<file path="src/rtl/dispatch_unit_pkg.sv">
// Shared backend types for the dispatch->scheduler interface: sizing, the decoded
// packet, and global producer tags (fu * RS_ENTRIES + entry).
package dispatch_unit_pkg;
  localparam int RS_ENTRIES = 16;
  localparam int NUM_FUS    = 4;
  localparam int ARCH_REGS  = 32;
  localparam int NUM_TAGS   = RS_ENTRIES * NUM_FUS;
  localparam int TAG_W      = $clog2(NUM_TAGS);
  localparam int IDX_W      = $clog2(RS_ENTRIES);
  localparam int REG_W      = $clog2(ARCH_REGS);
  localparam int FU_IDX_W   = $clog2(NUM_FUS);
  // One spare bit so an out-of-range FU select is representable and detectable.
  localparam int FU_W       = FU_IDX_W + 1;

  typedef logic [TAG_W-1:0]    tag_t;
  typedef logic [REG_W-1:0]    reg_t;
  typedef logic [NUM_TAGS-1:0] tag_mask_t;

  typedef struct packed {
    reg_t            rd;
    reg_t            rs1;
    reg_t            rs2;
    logic            use_rs1;
    logic            use_rs2;
    logic            writes_rd;
    logic [FU_W-1:0] fu_sel;
  } disp_packet_t;

  function automatic tag_t make_tag(input logic [FU_IDX_W-1:0] fu,
                                    input logic [IDX_W-1:0]    idx);
    return tag_t'(fu) * tag_t'(RS_ENTRIES) + tag_t'(idx);
  endfunction
endpackage

</file>
<file path="src/rtl/dispatch_unit_producer_table.sv">
// Per-register producer tracking: two bypassed read ports returning one-hot tag
// masks, one write port, completion clear and flush.
module producer_table
  import dispatch_unit_pkg::*;
(
  input  logic      clk,
  input  logic      rst,
  input  logic      flush,
  input  reg_t      rs1,
  input  reg_t      rs2,
  input  logic      use_rs1,
  input  logic      use_rs2,
  input  tag_mask_t ready_mask,
  input  logic      wr_en,
  input  reg_t      wr_reg,
  input  tag_t      wr_tag,
  output tag_mask_t src_mask
);
  logic [ARCH_REGS-1:0] valid_q, valid_d;
  tag_t                 tag_q [ARCH_REGS];
  logic                 wr_ok;

  assign wr_ok = wr_en && (wr_reg != '0);

  // Reads see the pre-update table, so an instruction never depends on itself.
  always_comb begin
    src_mask = '0;
    if (use_rs1 && rs1 != '0 && valid_q[rs1] && !ready_mask[tag_q[rs1]])
      src_mask[tag_q[rs1]] = 1'b1;
    if (use_rs2 && rs2 != '0 && valid_q[rs2] && !ready_mask[tag_q[rs2]])
      src_mask[tag_q[rs2]] = 1'b1;
  end

  // Write is applied after the completion clear so it wins on the same register.
  always_comb begin
    valid_d = valid_q;
    for (int unsigned i = 0; i < ARCH_REGS; i++) begin
      if (valid_q[i] && ready_mask[tag_q[i]]) valid_d[i] = 1'b0;
    end
    if (wr_ok) valid_d[wr_reg] = 1'b1;
  end

  always_ff @(posedge clk) begin
    if (!rst) begin
      valid_q <= '0;
      for (int unsigned i = 0; i < ARCH_REGS; i++) tag_q[i] <= '0;
    end else if (flush) begin
      valid_q <= '0;
    end else begin
      valid_q <= valid_d;
      if (wr_ok) tag_q[wr_reg] <= wr_tag;
    end
  end
endmodule

</file>
<file path="src/rtl/dispatch_unit.sv">
// Dispatch stage: 1-entry hold register, FU steering, scheduler handshake and
// dependency mask generation from the producer table.
module dispatch_unit
  import dispatch_unit_pkg::*;
(
  input  logic                      clk,
  input  logic                      rst,
  input  logic                      flush,
  input  logic                      in_valid,
  output logic                      in_ready,
  input  disp_packet_t              in_pkt,
  input  logic [NUM_FUS-1:0]        rs_full,
  input  logic [NUM_FUS*IDX_W-1:0]  rs_entry_idx,
  output logic [NUM_FUS-1:0]        disp_valid,
  output disp_packet_t              disp_pkt,
  output logic [NUM_TAGS-1:0]       dependency_mask,
  input  logic [NUM_TAGS-1:0]       global_ready_mask
);
  disp_packet_t        hold_q, hold_d;
  logic                hold_valid_q, hold_valid_d;
  logic [FU_IDX_W-1:0] fu_idx;
  logic [IDX_W-1:0]    entry_idx;
  logic                fu_ok, fire, accept;
  tag_t                new_tag;
  tag_mask_t           src_mask;

  always_comb begin
    fu_idx    = hold_q.fu_sel[FU_IDX_W-1:0];
    fu_ok     = hold_q.fu_sel < FU_W'(NUM_FUS);
    entry_idx = rs_entry_idx[fu_idx*IDX_W +: IDX_W];
    new_tag   = make_tag(fu_idx, entry_idx);
    fire      = rst && !flush && hold_valid_q && fu_ok && !rs_full[fu_idx];
    in_ready  = rst && !flush && (!hold_valid_q || fire);
    accept    = in_valid && in_ready;
  end

  always_comb begin
    disp_valid      = fire ? (NUM_FUS'(1) << fu_idx) : '0;
    disp_pkt        = hold_q;
    dependency_mask = hold_valid_q ? src_mask : '0;
  end

  always_comb begin
    hold_d       = hold_q;
    hold_valid_d = hold_valid_q;
    if (flush) begin
      hold_valid_d = 1'b0;
    end else if (accept) begin
      hold_d       = in_pkt;
      hold_valid_d = 1'b1;
    end else if (fire) begin
      hold_valid_d = 1'b0;
    end
  end

  always_ff @(posedge clk) begin
    if (!rst) begin
      hold_q       <= '0;
      hold_valid_q <= 1'b0;
    end else begin
      hold_q       <= hold_d;
      hold_valid_q <= hold_valid_d;
    end
  end

  producer_table u_table (
    .clk        (clk),
    .rst        (rst),
    .flush      (flush),
    .rs1        (hold_q.rs1),
    .rs2        (hold_q.rs2),
    .use_rs1    (hold_q.use_rs1),
    .use_rs2    (hold_q.use_rs2),
    .ready_mask (global_ready_mask),
    .wr_en      (fire && hold_q.writes_rd),
    .wr_reg     (hold_q.rd),
    .wr_tag     (new_tag),
    .src_mask   (src_mask)
  );

  // An out-of-range FU select would stall the stage forever.
  a_fu_in_range: assert property (@(posedge clk) disable iff (!rst)
                                  !(hold_valid_q && !fu_ok));
endmodule

</file>
<file path="config.mk">
export PLATFORM = sky130hd
export DESIGN_NAME = dispatch_unit
export DESIGN_NICKNAME = d
export VERILOG_FILES = /design/src/rtl/dispatch_unit_pkg.sv /design/src/rtl/dispatch_unit_producer_table.sv /design/src/rtl/dispatch_unit.sv
export SDC_FILE = /design/constraint.sdc
export NUM_CORES = 1
export LEC_CHECK = 0
export CAP_MARGIN = 25
export CORE_MARGIN = 5
export CORE_UTILIZATION = 40
export DETAILED_ROUTE_END_ITERATION = 10
export MAX_ROUTING_LAYER = met4
export SLEW_MARGIN = 0
export SYNTH_ARGS = -nofsm -noshare
export SYNTH_HDL_FRONTEND = slang
export SYNTH_SLANG_ARGS = --single-unit
</file>
<file path="constraint.sdc">
create_clock -name clk -period 6 [get_ports clk]
set_input_delay 1.5 -clock clk [delete_from_list [all_inputs] [get_ports clk]]
set_output_delay 1.5 -clock clk [all_outputs]
set_load 0.05 [all_outputs]
</file>
After elaboration in Yosys (flattened, before gate mapping)

Memory sizes are Yosys's and may differ from the RTL's. A register that Yosys moved wholly into a read port is not among the register bits.
Cells that the tools add are included.

Input port bits: 109
Memory bits (writable): 192
Register bits after elaboration: 54
Memories kept: 1

Shift operators: 2
Bitwise operators: 4
$lt $le $gt $ge: 42
Reduce and logical (&&, ||, !) cells: 62
Add/subtract/negate cells: 1
Multiplexer cells: 131

Memories:

| name          | depth | width | rd ports | clocked after Yosys merged registers in | wr ports | line                               | source |
|---|---|---|---|---|---|---|---|
| u_table.tag_q | 32    | 6     | 34       | 2                                       | 32       | dispatch_unit_producer_table.sv:20 | `tag_t tag_q [ARCH_REGS];` |

Operators with widths:

| cell                                                                                 | count |
|---|---|
| 6-bit by 7-bit < comparator with 1-bit output (second input constant)                | 34 |
| 1-bit binary-select mux with 6-bit select                                            | 34 |
| 64-bit 2-to-1 mux                                                                    | 3 |
| 1-bit 2-to-1 mux                                                                     | 80 |
| 64-bit bitwise OR                                                                    | 1 |
| 1-bit logical AND                                                                    | 49 |
| 32-bit 2-to-1 mux                                                                    | 1 |
| 32-bit bitwise OR                                                                    | 1 |
| 5-bit 2-to-1 mux                                                                     | 5 |
| 5-bit by 6-bit < comparator with 1-bit output (second input constant)                | 3 |
| 16-bit by 5-bit indexed part select with 4-bit output                                | 1 |
| 5-bit nonzero test                                                                   | 3 |
| 1-bit demux with 6-bit select                                                        | 2 |
| 6-bit by 1-bit greater-or-equal comparator with 1-bit output (second input constant) | 2 |
| 1-bit binary-select mux with 5-bit select                                            | 2 |
| 6-bit by 4-bit adder with 6-bit output                                               | 1 |
| 6-bit 2-to-1 mux                                                                     | 1 |
| 6-bit OR reduction                                                                   | 1 |
| 1-bit demux with 5-bit select                                                        | 1 |
| 5-bit by 1-bit greater-or-equal comparator with 1-bit output (second input constant) | 1 |
| 1-bit zero test                                                                      | 5 |
| 4-bit 2-to-1 mux                                                                     | 1 |
| 1-bit by 2-bit << shifter with 4-bit output (first input constant)                   | 1 |
| 2-bit by 3-bit < comparator with 1-bit output (second input constant)                | 1 |
| other kinds (7)                                                                      | 8 |

Logic depth before layout (Yosys ltp)

Gate-level depths: netlist (run 1).

Depth after elaboration: 13
Mapped depth: 13

Modules after synthesis

A second synthesis (run 1) with hierarchy kept.

Cell total of the unflattened synthesis: 2,492
Area total of the unflattened synthesis: 32,556.2 µm²

Modules (own cells, without submodules):

| module         | seq. area each (µm²) | area each (µm²) | cells each | times used |
|---|---|---|---|---|
| producer_table | 6,386.1              | 30,329.1        | 2,224      | 1 |
| dispatch_unit  | 440.4                | 2,227.1         | 268        | 1 |

Worst setup path after synthesis (run 1)

Ideal clock, no wire load.

Path type: register to output
Start: register (tool-made name)
End: output port dependency_mask[25]
Path slack: -0.033 ns
Cell stages (with the launch flop): 12
Arrival time: 4.533 ns
Path through: dfxtp_1 -> clkbuf_1 -> buf_2 -> mux4_2 -> mux4_2 -> mux2i_4 -> buf_6 -> mux2i_1 -> a211oi_2 -> a21oi_2 -> o221ai_4 -> o41ai_1

RTL lines:

| element          | line                | source |
|---|---|---|
| end: declaration | dispatch_unit.sv:16 | `output logic [NUM_TAGS-1:0] dependency_mask,` |

==> impl_table.tex, run 1 <==
\begin{tabular}{lr}
\hline
Metric & Value \\
\hline
\multicolumn{2}{l}{\textbf{Outcome}} \\
Result of the run & finished, violations left \\
Violations in the final reports & setup timing \\
\multicolumn{2}{l}{\textbf{STA}} \\
Setup slack of the critical path after layout & -180 ps \\
Unrepaired setup endpoints after global routing & yes \\
Actual transition at the worst max-transition pin & 1060 ps \\
Final count of pins violating max slew & 0 \\
Final setup violation count & 36 \\
Period minus WS final & 6180 ps \\
Max-Slew Margin vs Limit & 28.9\% \\
Period Utilization, post-route & 103\% \\
Max Clock Skew & 24.3 ps \\
Number of hold-slack violations in the final timing report & 0 \\
Max Clk Rate & 162 MHz \\
\multicolumn{2}{l}{\textbf{Placed design}} \\
Dpl ws & 54.3 ps \\
HPWL reported at the end of detailed placement & 104,000 um \\
Count of buffers from port buffering & 198 \\
Final RePlAce weighted congestion & 1.07 \\
\multicolumn{2}{l}{\textbf{Clocking}} \\
Insertion delay of the later-clocked pin in the worst-skew pair & 560 ps \\
Cts bufs inserted & 26 \\
CTS Hold Buffers Added & 0 \\
Total clock sinks & 256 \\
Maximum level of the CTS H-tree & 1 \\
Root buffer cell & sky130\_fd\_sc\_hd\_\_clkbuf\_16 \\
Maximum buffer depth of the clock tree & 3 \\
Reg clk slew, reported paths & 60 ps \\
TritonCTS clock tree & yes \\
\multicolumn{2}{l}{\textbf{Critical path}} \\
Arrival time reported for the critical path endpoint & 4680 ps \\
Critical path's most frequent cell & sky130\_fd\_sc\_hd\_\_buf\_12 \\
Kind of start point of the critical path & register \\
Type of element capturing the critical path & output pin \\
Number of buffers and inverters on the critical path & 5 \\
Cell type of the slowest stage on the worst timing path & sky130\_fd\_sc\_hd\_\_mux4\_4 \\
Stage delay of the slowest cell on the critical path & 680 ps \\
Number of cell instances on the worst register-to-register path & 7 \\
Startpoint of the worst register-to-register path & disp\_pkt[1] \\
Critical path required time & 4500 ps \\
Slack of the worst reg-to-reg path & 2500 ps \\
Reg2Reg Capture Point & u\_table.tag\_q[5][0] \\
Gate family responsible for the most delay along the worst path & multiplexers \\
Type of the setup path with the least slack & reg -> out \\
Maximum fanout along the worst path & 8 \\
List of cells traversed by the critical path & buf\_12 > mux4\_4 > mux4\_2 > mux2i\_4 > buf\_6 > buf\_12 > and3\_2 > a21oi\_1 > o211ai\_1 > nor3\_4 > buf\_12 > a32o\_2 > buf\_12 \\
\multicolumn{2}{l}{\textbf{Routing}} \\
Remaining antenna violation count after routing & 0 \\
DR DRC count & 0 \\
Routed len/inst & 46.5 um \\
Initial drt markers & 6,028 \\
Via count & 28,300 \\
Total iterations of the first detailed-routing run & 7 \\
Drt via density & 8.39 \\
WL final & 157,000 um \\
\multicolumn{2}{l}{\textbf{Finish}} \\
Share of layout cells above drive strength 1 & 56.0\% \\
Commonest non-fill, non-tap cell in the layout & sky130\_fd\_sc\_hd\_\_mux4\_2 \\
Area growth, synth to finish & 18.7\% \\
Fillers & 6,663 \\
Final layout net count & 2,404 \\
Most used cells in the layout excluding fill and tap cells & 798 x sky130\_fd\_sc\_hd\_\_mux4\_2, 219 x sky130\_fd\_sc\_hd\_\_buf\_4, 211 x sky130\_fd\_sc\_hd\_\_nor2\_1 \\
\multicolumn{2}{l}{\textbf{Logic synthesis}} \\
Share of synthesized area occupied by flip-flops and latches & 22.5\% \\
Synthesis-stage register bit count & 256 \\
Post-synthesis average cell area & 13.9 um\^{}2 \\
Gate count after technology mapping & 2,258 \\
Fraction of registers with async set/reset & 0\% \\
Cell area after technology mapping & 0.0314 mm\^{}2 \\
Flip-flop cell with the highest count after synthesis & sky130\_fd\_sc\_hd\_\_edfxtp\_1 \\
Count of unique library cells instantiated by Yosys & 68 \\
Number of enable-type register cells in the synthesized netlist & 192 \\
Synth warn & 0 \\
\multicolumn{2}{l}{\textbf{Floorplanning}} \\
Core area & 0.0776 mm\^{}2 \\
Die area & 0.0841 mm\^{}2 \\
Die height & 290 um \\
Starting Density & 40.4\% \\
Std cell rows & 102 \\
Horizontal extent of the die & 290 um \\
IO Pins & 199 \\
\multicolumn{2}{l}{\textbf{Pwr}} \\
Pwr Total & 6.24 mW \\
Part of the total power dissipated in combinational logic & 39.9\% \\
Leak & 11.6 nW \\
Net Sw Frac & 35.8\% \\
Largest voltage drop on the vdd net & 0.000193 V \\
Clock share of power & 26.6\% \\
Power density of the placed cells & 167 mW/mm\^{}2 \\
Flop pwr share & 33.4\% \\
Power Internal & 4.00 mW \\
NetSw & 2.23 mW \\
\multicolumn{2}{l}{\textbf{Global route}} \\
Initial antenna violation count & 18 \\
Number of global-route vias before repair & 26,800 \\
Largest net degree at the start of global routing & 43 \\
Global-route usage over all layers & 36.8\% \\
Global route overflow & 0 \\
First-pass GRT wire length & 217,000 um \\
\multicolumn{2}{l}{\textbf{Hold path}} \\
Worst Hold Path EP & disp\_pkt[2] \\
Hold WC Path Type & reg -> reg \\
Min-Delay Path Depth & 2 \\
HP Start & disp\_pkt[2] \\
\multicolumn{2}{l}{\textbf{Job}} \\
Number of violations of the max-capacitance limit & 0 \\
\hline
\end{tabular}
## power groups by stage
| stage | logic (mW) | registers (mW) | clock network, mW |
|---|---|---|---|
| 3_5_place_dp | 2.20 | 2.11 | 0 |
| 4_1_cts | 2.27 | 2.07 | 1.67 |
| 2_1_floorplan | 1.40 | 2.03 | 0 |
| 6_report | 2.49 | 2.08 | 1.66 |
| 5_1_grt | 2.49 | 2.08 | 1.75 |
| 3_3_place_gp | 2.16 | 2.11 | 0 |
## cell families (layout without fill, tap and decap cells)
logic type | after synthesis | count (layout) | share of synthesized area (%)
multiplexers | 882 | 882 | 60.8
flip-flops | 256 | 256 | 22.5
other | 1 | 21 | 0.0120
buffers and inverters | 457 | 507 | 6.11
AND/OR/NAND/NOR | 483 | 483 | 6.39
AO/OA/AOI/OAI | 179 | 181 | 4.19
## what timing repair did
action	4_1_cts	5_1_grt
resized for setup	53	93
pin swaps	10	32
setup endpoints to repair	58	64
setup buffers	11	20
cloned	6	2
## cells in the mapped netlist (all sizes together) (10+ instances only)
library cell  count  area (um^2)
nand3            13         65.1
a22o             10         88.8
or3              10         62.6
o22ai            20          125
nor3             14         91.3
buf             126          673
a21oi            32          164
mux2             24          270
clkbuf          319         1200
nand2           193          724
o32ai            20          205
inv              12         45.0
mux2i            48          531
o21ai            45          225
edfxtp          192         5770
dfxtp            64         1280
mux4            810        18300
nor2            216          813
## state kept, by name (all words and copies together) (netlist names), named ones only
name and cells:
hold_valid_q 1, disp_pkt 21, u_table.valid_q 32, u_table.tag_q 192
## area by class of cell
type	count	area (um^2)	area share [%]
Multi-Input combinational cell	1552	23100	62.1
Antenna cell	15	37.5	0.101
Inverter	12	45.0	0.121
Clock inverter	8	100	0.269
Tap cell	1040	1300	3.49
Timing Repair Buffer	447	4830	13.0
Clock buffer	40	746	2.00
Sequential cell	256	7060	18.9
## worst reg2reg max path: stages, from the launching register on
cell and delay (ps):
sky130_fd_sc_hd__dfxtp_1 740, sky130_fd_sc_hd__mux2_2 410, sky130_fd_sc_hd__nand2_1 80, sky130_fd_sc_hd__and3_1 240, sky130_fd_sc_hd__nand4_1 220, sky130_fd_sc_hd__nor3_1 610
sky130_fd_sc_hd__nand2_1 400, sky130_fd_sc_hd__nand2_1 450
## layer usage
metal  vias up  wire length, um  global-route usage (%)
met5         -                0                       -
met4         0            15700                    21.0
met3       974            29200                    16.9
met2      3632            65700                    52.6
met1     14100            46300                    43.1
li1       9580                -                       -
## worst max path at each step
stage              from             endpoint  cells past startpoint
4_1_cts        register  dependency_mask[27]                     13
3_5_place_dp   register  dependency_mask[25]                     12
6_report       register  dependency_mask[35]                     13
3_3_place_gp   register  dependency_mask[25]                     12
2_1_floorplan  register  dependency_mask[25]                     11
5_1_grt        register  dependency_mask[58]                     14
## through the flow
stage / hold slack [ps] / TNS [ps] / util, % / area (um^2) / cells
after floorplan: 419 / -131 / - / 31400 / 2263
after global placement: 461 / 0 / 45.4 / 35200 / 3272
after detailed placement: 463 / 0 / 45.4 / 35200 / 3272
after CTS: 472 / -1080 / 47.1 / 36600 / 3337
after global routing: 488 / -3420 / 48.0 / 37200 / 3366
final: 473 / -3530 / 48.0 / 37200 / 3370
No activity file was read; power rests on OpenSTA's default activity.
==> inputs of run 2 (changes only) <==
Settings changed: HOLD_SLACK_MARGIN set to 0.1.
==> results of run 2 <==
No change in the layout: final DEF, timing and power equal those of run 1.
